===== src/rtl/instr_fetch.sv =====
// instr_fetch: owns the PC, fetches words over req/gnt/rvalid into a FIFO feeding decode.
// Optional predecode of the immediate format is enabled by defining IFETCH_PREDECODE_EN.
module instr_fetch #(
  parameter logic [31:0] RESET_PC   = 32'h0000_0000,
  parameter int          FIFO_DEPTH = 2
) (
  input  logic        clk_i,
  input  logic        rst_ni,
  output logic        imem_req_o,
  output logic [31:0] imem_addr_o,
  input  logic        imem_gnt_i,
  input  logic        imem_rvalid_i,
  input  logic [31:0] imem_rdata_i,
  input  logic        redirect_valid_i,
  input  logic [31:0] redirect_pc_i,
  output logic        dec_valid_o,
  input  logic        dec_ready_i,
  output logic [31:0] dec_instr_o,
  output logic [31:0] dec_pc_o,
  output logic [24:0] dec_immed_o,
  output logic [2:0]  dec_imm_ctrl_o
);
  localparam int AW = $clog2(FIFO_DEPTH);
  typedef enum logic [1:0] {IDLE, REQ, WAIT} state_e;
  state_e         st_q;
  logic           req_q, drop_q;
  logic [31:0]    pc_q, rpc_q;
  logic [31:0]    instr_q [FIFO_DEPTH];
  logic [31:0]    pcs_q [FIFO_DEPTH];
  logic [AW-1:0]  rd_q, wr_q;
  logic [AW:0]    cnt_q, cnt_d;
  logic           empty, push, pop, credit;
`ifdef IFETCH_PREDECODE_EN
  logic [2:0]     ctrl_q [FIFO_DEPTH];
  function automatic logic [2:0] imm_fmt(input logic [6:0] op);
    return op == 7'b0100011 ? 3'd1 :
           op == 7'b1100011 ? 3'd2 :
           (op == 7'b0110111 || op == 7'b0010111) ? 3'd3 :
           op == 7'b1101111 ? 3'd4 : 3'd0;
  endfunction
`endif
  // FIFO occupancy bookkeeping; a redirect flushes and suppresses both push and pop
  always_comb begin
    empty  = cnt_q == '0;
    push   = st_q == WAIT && imem_rvalid_i && !drop_q && !redirect_valid_i;
    pop    = !empty && dec_ready_i && !redirect_valid_i;
    cnt_d  = redirect_valid_i ? '0 : cnt_q + (AW+1)'(push) - (AW+1)'(pop);
    credit = cnt_d < (AW+1)'(FIFO_DEPTH);
  end
  // Fetch FSM: one request in flight at most; redirect overrides everything
  always_ff @(posedge clk_i) begin
    if (!rst_ni) begin
      st_q   <= IDLE;
      req_q  <= 1'b0;
      drop_q <= 1'b0;
      pc_q   <= RESET_PC;
      rpc_q  <= '0;
    end else if (redirect_valid_i) begin
      pc_q <= redirect_pc_i & ~32'h3;
      if ((st_q == REQ && imem_gnt_i) || (st_q == WAIT && !imem_rvalid_i)) begin
        st_q   <= WAIT;
        req_q  <= 1'b0;
        drop_q <= 1'b1;
      end else begin
        st_q   <= REQ;
        req_q  <= 1'b1;
        drop_q <= 1'b0;
      end
    end else begin
      case (st_q)
        IDLE: if (credit) begin
          st_q  <= REQ;
          req_q <= 1'b1;
        end
        REQ: if (imem_gnt_i) begin
          st_q  <= WAIT;
          req_q <= 1'b0;
          pc_q  <= pc_q + 32'd4;
          rpc_q <= pc_q;
        end
        WAIT: if (imem_rvalid_i) begin
          drop_q <= 1'b0;
          st_q   <= credit ? REQ : IDLE;
          req_q  <= credit;
        end
        default: st_q <= IDLE;
      endcase
    end
  end
  // FIFO pointers and count
  always_ff @(posedge clk_i) begin
    if (!rst_ni) begin
      rd_q  <= '0;
      wr_q  <= '0;
      cnt_q <= '0;
    end else begin
      cnt_q <= cnt_d;
      rd_q  <= redirect_valid_i ? '0 : rd_q + AW'(pop);
      wr_q  <= redirect_valid_i ? '0 : wr_q + AW'(push);
    end
  end
  // FIFO storage: word, its PC and optionally the predecoded immediate format
  always_ff @(posedge clk_i) begin
    if (push) begin
      instr_q[wr_q] <= imem_rdata_i;
      pcs_q[wr_q]   <= rpc_q;
`ifdef IFETCH_PREDECODE_EN
      ctrl_q[wr_q]  <= imm_fmt(imem_rdata_i[6:0]);
`endif
    end
  end
  assign imem_req_o  = req_q;
  assign imem_addr_o = pc_q;
  assign dec_valid_o = !empty;
  assign dec_instr_o = empty ? '0 : instr_q[rd_q];
  assign dec_pc_o    = empty ? '0 : pcs_q[rd_q];
  assign dec_immed_o = dec_instr_o[31:7];
`ifdef IFETCH_PREDECODE_EN
  assign dec_imm_ctrl_o = empty ? 3'd0 : ctrl_q[rd_q];
`else
  assign dec_imm_ctrl_o = 3'd0;
`endif
endmodule


===== config.mk =====
export PLATFORM = sky130hd
export DESIGN_NAME = instr_fetch
export DESIGN_NICKNAME = d
export VERILOG_FILES = /design/src/rtl/instr_fetch.sv
export SDC_FILE = /design/constraint.sdc
export NUM_CORES = 1
export LEC_CHECK = 0
export CAP_MARGIN = 40
export CORE_MARGIN = 5
export CORE_UTILIZATION = 45
export CTS_CLUSTER_DIAMETER = 60
export DETAILED_ROUTE_END_ITERATION = 6
export PLACE_DENSITY = 0.85
export RECOVER_POWER = 100
export SLEW_MARGIN = 15
export SYNTH_ARGS = -nofsm -noshare
export SYNTH_HDL_FRONTEND = slang
export SYNTH_SLANG_ARGS = --single-unit

===== constraint.sdc =====
create_clock -name clk_i -period 6.16 [get_ports clk_i]
set_input_delay 1.232 -clock clk_i [delete_from_list [all_inputs] [get_ports clk_i]]
set_output_delay 1.232 -clock clk_i [all_outputs]
set_load 0.03 [all_outputs]

-- Word level (Yosys, flattened, before mapping)
Memory sizes are Yosys's and may differ from the RTL's. A register that Yosys moved wholly into a read port is not among the register bits.
Index checks and enable logic that the tools add are counted.
W data, S select, Z words.
- flip-flop bits (word level): 72
- latch bits: 0
- bits in writable memories: 128
- bits in read-only memories: 0
- input bits: 70
- output and inout port bits: 126
- word-level logic and storage cells: 77
- memories: 2
- memories (name ; depth ; bits a word ; read ports ; clocked after Yosys merged registers in ; write ports ; RTL line ; text):
    instr_q ; 2 ; 32 ; 1 ; 1 ; 1 ; 28 ; logic [31:0] instr_q [FIFO_DEPTH];
    pcs_q ; 2 ; 32 ; 1 ; 1 ; 1 ; 29 ; logic [31:0] pcs_q [FIFO_DEPTH];
- $add $sub $neg: 5
- multipliers: 0
- div/mod/pow operators: 0
- magnitude comparators: 1
- equality and inequality tests: 5
- shift-type cells: 0
- mux-type cells: 27
- bitwise logic cells: 2
- reductions and logical operators: 26
- operators by type and width (kind ; number):
    $mux W32 ; 5
    $add A32 B3 Y32 const B ; 1
    $mux W1 ; 14
    $mux W2 ; 6
    $ne A3 B3 Y1 const B ; 3
    $reduce_bool A2 Y1 ; 4
    $logic_and A1 B1 Y1 ; 7
    $pmux W2 S3 ; 1
    $reduce_and A2 Y1 ; 3
    $reduce_and A3 Y1 ; 2
    $logic_not A1 Y1 ; 4
    $logic_not A2 Y1 ; 2
    $reduce_and A4 Y1 ; 1
    $reduce_bool A4 Y1 ; 1
    $pmux W1 S3 ; 1
    $add A1 B1 Y1 ; 2
    $add A2 B1 Y2 ; 1
    $eq A2 B1 Y1 const B ; 1
    $eq A2 B2 Y1 const B ; 1
    $lt A2 B2 Y1 const B ; 1
    $not A1 Y1 ; 2
    $reduce_or A2 Y1 ; 1
    $sub A2 B1 Y2 ; 1
    $logic_or A1 B1 Y1 ; 1

-- Longest topological paths before layout
Gate-level depths: netlist of the first run.
- word-level depth: 12
- depth in mapped cells: 12
- gate-level depth less buffers: 11

-- Least setup slack after synthesis of the first run
No wires, ideal clock.
- path kind: input to register
- start point: input redirect_valid_i
- end point: memory instr_q[1][0] (enable)
- setup time: 427 ps
- data arrival time: 3726 ps
- data required time: 5733 ps
- path slack: 2007 ps
- stages on the path: 7
- buffers on the path: 3
- cell sequence: buf_2 > clkinv_1 > clkbuf_1 > clkbuf_1 > nand4b_1 > inv_1 > ha_1
- cells in the longest elaborated chain, start to end: 4
- ends and longest elaborated chain (item ; RTL line ; text):
    start: declaration ; 14 ; input logic redirect_valid_i,
    $logic_not A1 Y1 ; 45 ; push = st_q == WAIT && imem_rvalid_i && !drop_q && !redirect_valid_i;
    $logic_and A1 B1 Y1 ; 45 ;
    $mux W1 ; 104 ; if (push) begin
    $mux W1 (not written as such) ; 105 ; instr_q[wr_q] <= imem_rdata_i;
    end: declaration ; 28 ;
No other way between the ends.

-- Worst setup path in the final report of the first run
- start point: input redirect_valid_i
- end point: register rpc_q[11]
- cells in the longest elaborated chain, start to end: 2
- ends and longest elaborated chain (item ; RTL line ; text):
    $not A1 Y1 (no source line) ; n/a ;
    $reduce_and A3 Y1 (no source line) ; n/a ;
    end signal: assignment ; 79 ; rpc_q <= pc_q;
    end: declaration ; 27 ; logic [31:0] pc_q, rpc_q;
No other way between the ends.
A chain may end at the register's enable or synchronous reset.

==> results of run 1 <==
## area by class of cell
cell class	count	area [um2]	area share (%)
Inverter	10	37.5	0.352
Tap cell	229	287	2.68
Timing Repair Buffer	196	2010	18.8
Multi-Input combinational cell	446	2730	25.5
Clock inverter	14	104	0.973
Clock buffer	18	429	4.02
Sequential cell	192	5080	47.6
## flip-flops by register name, summed over array words and instances, names as in the netlist
name         cells
st_q             2
drop_q           1
instr_q         64
rpc_q           30
imem_req_o       1
imem_addr_o     30
pcs_q           60
rd_q             1
wr_q             1
cnt_q            2
## power breakdown
group	internal (mW)	switching, mW
combinational	0.0929	0.126
clock	0.523	0.472
sequential	1.39	0.0333
total	2.01	0.632
## routing by layer
| metal | wire (um) | track usage [%] | vias up |
|---|---|---|---|
| met5 | 27 | 0 | - |
| met4 | 152 | 3.96 | 4 |
| met1 | 8150 | 22.7 | 2773 |
| li1 | - | - | 2864 |
| met2 | 9640 | 30.4 | 207 |
| met3 | 1280 | 4.76 | 18 |
## critical path: cells and delay by family
family                 cells  cell delay [ns]
AOI/OAI and AO/OA          1             0.06
buffers and inverters      4             2.75
and+or+nand+nor            2             0.87
## how the worst max path moves through the flow
stage / startpoint / to / cells past startpoint
floorplan: redirect_valid_i / instr_q[1][0]$_DFFE_PP_ / 7
global placement: redirect_valid_i / st_q[1]$_SDFFE_PN0P_ / 10
detailed placement: redirect_valid_i / st_q[1]$_SDFFE_PN0P_ / 10
CTS: cnt_q[1]$_SDFF_PN0_ / dec_immed_o[8] / 4
global route: redirect_valid_i / rpc_q[15]$_SDFFE_PN0P_ / 7
finish: redirect_valid_i / rpc_q[11]$_SDFFE_PN0P_ / 7
## layout by cell type (no fill, tap or decap), types with 7 or more instances in the layout
| cell type | n |
|---|---|
| o21ai_0 | 31 |
| conb_1 | 7 |
| mux2i_1 | 63 |
| ha_1 | 9 |
| nand2_1 | 75 |
| dfxtp_1 | 68 |
| nor2_1 | 81 |
| nand3_1 | 15 |
| clkdlybuf4s50_1 | 37 |
| inv_1 | 9 |
| or3_1 | 8 |
| nand4_1 | 11 |
| a211oi_1 | 7 |
| and4_1 | 7 |
| xor2_1 | 8 |
| a21oi_1 | 40 |
| edfxtp_1 | 124 |
| nor4_1 | 7 |
| clkbuf_16 | 17 |
| a31oi_1 | 11 |
| dlygate4sd3_1 | 149 |
## per-stage QoR
step / setup WS, ns / hold WS (ns) / cell area, um2
CTS: 2.15 / 0.454 / 10700
finish: 1.50 / 0.453 / 10700
floorplan: 2.01 / 0.425 / 8270
global route: 1.07 / 0.464 / 10700
detailed placement: 2.47 / 0.437 / 10200
global placement: 1.87 / 0.431 / 10100
## cell families (layout without fill, tap and decap cells)
kind of cell / after synthesis / count (layout)
flip-flops: 192 / 192
XOR/XNOR: 14 / 14
AND/OR/NAND/NOR: 243 / 243
AO/OA/AOI/OAI: 110 / 110
other: 1 / 7
multiplexers: 63 / 63
adder cells (fa/ha/maj): 9 / 9
buffers and inverters: 84 / 238
==> run metrics, run 1 <==
status finished with violations; failing checks capacitance limit, slew limit; hold path cells 0; post-synthesis sequential area ratio 61.7%; reg2reg path depth 11; adder-cell share of the synthesized area 1.37%; Worst-Margin Slew 2.42 ns; vias in the first global route 5656; Min-Delay Endpoint pcs_q[1][7]$_DFFE_PP_; multiplexer share of the synthesized area 7.65%; fill count 1471; die area 21100 um2; Vias 5866; Crit-path slowest cell clkbuf_1; cell chain of the critical path clkdlybuf4s50_1 -> clkinv_1 -> clkbuf_1 -> nand3_1 -> buf_4 -> nand2_1 -> a21oi_1; ratio of cells with drive above 1 in the final layout 5.14%; Slew headroom -61.1%; Synth area leader edfxtp_1; Worst Setup Start Kind input port; RSZ-0062 raised after global routing false; Post-Layout Cell Count 1105; top post-synthesis cells by count edfxtp_1, nor2_1, nand2_1, dfxtp_1, mux2i_1; num rows 49; average size of a mapped cell 11.5 um2; Core Area 18000 um2; worst path required time 6.45 ns; reg2reg end st_q[1]$_SDFFE_PN0P_; worst min-delay path startpoint rpc_q[7]$_SDFFE_PN0P_; HP Class reg -> reg; ANT cells 0; wire length per cell 17.4 um; Final Power 2.64 mW; Crit path arrival time 4.94 ns; largest net degree at the start of global routing 61; Final Cycle Share 75.6%; IO Pins 196; Final Util 59.2%; CP Class in -> reg; post-CTS sizing 0; TritonCTS clock tree yes; residual DRC count 0; largest family of logic cells by synthesized area simple AND/OR/NAND/NOR gates; max incr delay on CP 1.71 ns; Crit Path Max Fanout 60; flop2flop setup slack 3.18 ns; grt ovf 0; Die Span X 145 um; Yosys top cell area share 45.2%; max-slew violation count 62; Nets 942; DRT Wirelength 19200 um; setup TNS 0 ns; FMAX 0.215 GHz; # Max-Cap Violations 2; Final Hold Fails 0; Hold-fix buffers, CTS 0; Main synth FF type edfxtp_1; TritonCTS Buffers 17; clock sinks 192; Synth Area in Simple Gates 14.1%; Synth Area in Compound Gates 7.89%; die height 145 um; Vias per Instance 5.31; PD cells 247 nW/um2; # setup viols final 0; Setup Buffers After CTS 0; CTS max path bufs 2; P&R area growth vs syn 29.5%; DP HPWL 13600 um; Initial DRC Count 267; first-pass GRT wire length 30200 um; CP endpoint kind register; Synth Warn # 0; Clock Pin Slew Worst Setup and Hold Paths 0.07 ns; Detailed Routing Iterations Pass 1 5; crit path time final 4.66 ns; top cells by area, synth edfxtp_1, dfxtp_1, mux2i_1; clock skew 0.0107 ns; Netlist cell types 53; EDFF count, synth 124; VDD IR max 0.181 mV; asr flop ratio synth 0%; Root Driver clkbuf_16; latest clock arrival within the worst-skew pair 0.42 ns; GPL Wtd Cong 0.835; H-tree depth 4; Pleak 3.88 nW; GRT Overall Usage 17.8%; xor and xnor area share after synthesis 1.65%; Yosys reg bits 192; most common cell in the netlist edfxtp_1; reg-to-reg startpoint cnt_q[1]$_SDFF_PN0_; placed insts 1073; # port buffers 186; Synth Cell Area 8240 um2; Initial Util 45.7%; Mapped Cells 716; initial antenna violation count 2; post-route ant nets 0
Note: power is estimated with default switching activity, not from simulation.
==> run 2: changes to the inputs <==
--- a/config.mk
+++ b/config.mk
@@ -10,7 +10,7 @@
 export CORE_UTILIZATION = 45
 export CTS_CLUSTER_DIAMETER = 60
 export DETAILED_ROUTE_END_ITERATION = 6
-export PLACE_DENSITY = 0.85
+export PLACE_DENSITY = 0.88
 export RECOVER_POWER = 100
 export SLEW_MARGIN = 15
 export SYNTH_ARGS = -nofsm -noshare
==> constraint.sdc (replaced) <==
create_clock -name clk_i -period 3.9 [get_ports clk_i]
set_input_delay 0.78 -clock clk_i [delete_from_list [all_inputs] [get_ports clk_i]]
set_output_delay 0.78 -clock clk_i [all_outputs]
set_load 0.03 [all_outputs]
==> run metrics, run 2 (same netlist as run 1, synthesis figures left out) <==
most frequent cells in the layout edfxtp_1, dlygate4sd3_1, clkdlybuf4s50_1 (was dlygate4sd3_1, edfxtp_1, nor2_1); crit path time final 3.52 ns; Root Driver clkbuf_16 (unchanged); Vias 5943 (was 5866); post-route ant nets 0 (unchanged); H-tree depth 4 (unchanged); Clock Pin Slew Worst Setup and Hold Paths 0.07 ns (about the same); Fin Hold WS 0.456 ns (was 0.453 ns); GRT Overall Usage 18.0% (was 17.8%); grt ovf 0 (unchanged); CP endpoint kind output pin (was register); Worst Setup SP rd_q$_SDFF_PP0_ (was redirect_valid_i); initial antenna violation count 1 (was 2); commonest non-fill, non-tap cell in the layout edfxtp_1 (was dlygate4sd3_1); Die Span X 145 um (unchanged); largest net degree at the start of global routing 61 (unchanged); worst min-delay path startpoint rpc_q[18]$_SDFFE_PN0P_ (was rpc_q[7]$_SDFFE_PN0P_); worst path required time 3.12 ns (was 6.45 ns); GPL Wtd Cong 0.820 (was 0.835); DRT Wirelength 19300 um (was 19200 um); # port buffers 186 (unchanged); Nets 943 (was 942); met3 GRT Util 4.67% (was 4.76%); residual DRC count 0 (unchanged); Final Hold Fails 0 (unchanged); multi-input logic area 2720 um2 (was 2730 um2); TritonCTS clock tree yes (unchanged); Initial Util 45.7% (unchanged); HP Class reg -> reg (unchanged); post-CTS sizing 0 (unchanged); Initial DRC Count 364 (was 267); GRT busiest layer met2 (unchanged); Worst Setup Start Kind register (was input port); setup TNS 0 ns (unchanged); clock sinks 192 (unchanged); die height 145 um (unchanged); met1 GRT Util 22.4% (was 22.7%); first-pass GRT wire length 30600 um (was 30200 um); Crit path arrival time 2.74 ns (was 4.94 ns); Detailed Routing Iterations Pass 1 5 (unchanged); num rows 49 (unchanged); Worst-Margin Slew 1.10 ns (was 2.42 ns); clock skew 0.00922 ns (was 0.0107 ns); reg-to-reg startpoint cnt_q[1]$_SDFF_PN0_ (unchanged); Pleak 3.71 nW (was 3.88 nW); RSZ-0062 raised after global routing false (unchanged); IO Pins 196 (unchanged); CTS max path bufs 2 (unchanged); Vias per Instance 5.37 (was 5.31); CP Capture Point dec_immed_o[6] (was rpc_q[11]$_SDFFE_PN0P_); latest clock arrival within the worst-skew pair 0.43 ns (was 0.42 ns); ratio of cells with drive above 1 in the final layout 5.47% (was 5.14%); FMAX 0.284 GHz; reg2reg path depth 11 (unchanged); status finished, final reports clean (was finished with violations); Hold-fix buffers, CTS 0 (unchanged); CP Class reg -> out (was in -> reg); wire length per cell 17.4 um (about the same); reg2reg end st_q[0]$_SDFFE_PN0P_ (was st_q[1]$_SDFFE_PN0P_); top flop regs instr_q (64), pcs_q (60) (unchanged); Final Util 59.1% (was 59.2%); die area 21100 um2 (unchanged); Crit Path Max Fanout 41 (was 60); vias in the first global route 5801 (was 5656); PD cells 396 nW/um2 (was 247 nW/um2); Setup Buffers After CTS 0 (unchanged); # setup viols final 0 (unchanged); max reg flops 64 (unchanged); Final Power 4.21 mW (was 2.64 mW); met2 usage 30.8% (was 30.4%); FF+latch area 5090 um2 (was 5080 um2); hold path cells 0 (unchanged); Final Cycle Share 90.2%; Top reg by flops instr_q (unchanged); # Max-Cap Violations 0 (was 2); fill count 1475 (was 1471); VDD IR max 0.304 mV (was 0.181 mV); TritonCTS Buffers 17 (unchanged); Slew headroom 26.6% (was -61.1%); max-slew violation count 0 (was 62); DP HPWL 13400 um (was 13600 um); P&R area growth vs syn 29.2% (was 29.5%); Core Area 18000 um2 (unchanged); flop2flop setup slack 0.84 ns (was 3.18 ns)
## run 2: cell type report
class | count | share of cell area (%)
Clock buffer | 19 | 4.26
Antenna cell | 1 | 0.0235
Multi-Input combinational cell | 446 | 25.5
Inverter | 10 | 0.352
Tap cell | 229 | 2.69
Clock inverter | 13 | 0.963
Timing Repair Buffer | 197 | 18.4
Sequential cell | 192 | 47.8
## run 2: stage by stage
step	setup slack, ns	instances	instance area (um2)
floorplan	0.199	722	8270
global placement	0.718	1072	10100
detailed placement	0.634	1074	10200
CTS	0.570	1106	10700
global route	0.273	1106	10600
finish	0.383	1107	10700
## run 2: routing by layer
layer	up-vias	part of all wire, %
met5	-	0.067
met4	2	1.3
met3	23	8.0
met2	256	50
met1	2802	40
li1	2860	-
## run 2: where the power goes
part           leakage, nW  switching (mW)  total (mW)  internal [mW]
clock                0.273           0.755        1.62          0.866
sequential            1.80          0.0529        2.25           2.20
combinational         1.64           0.197       0.343          0.145
## run 2: worst max-delay path: stages, from the launching register on
cell and delay, ns:
dfxtp_2 0.86, buf_12 0.35, mux2i_1 0.12, nor2_1 0.21, clkdlybuf4s50_1 0.72
## run 2: how the worst min path moves through the flow
| stage | endpoint | slack, ns |
|---|---|---|
| after floorplan | pcs_q[0][10]$_DFFE_PP_ | 0.43 |
| after global placement | pcs_q[1][11]$_DFFE_PP_ | 0.43 |
| after detailed placement | pcs_q[1][27]$_DFFE_PP_ | 0.44 |
| after CTS | pcs_q[1][27]$_DFFE_PP_ | 0.46 |
| after global routing | pcs_q[0][18]$_DFFE_PP_ | 0.47 |
| final | pcs_q[1][18]$_DFFE_PP_ | 0.46 |
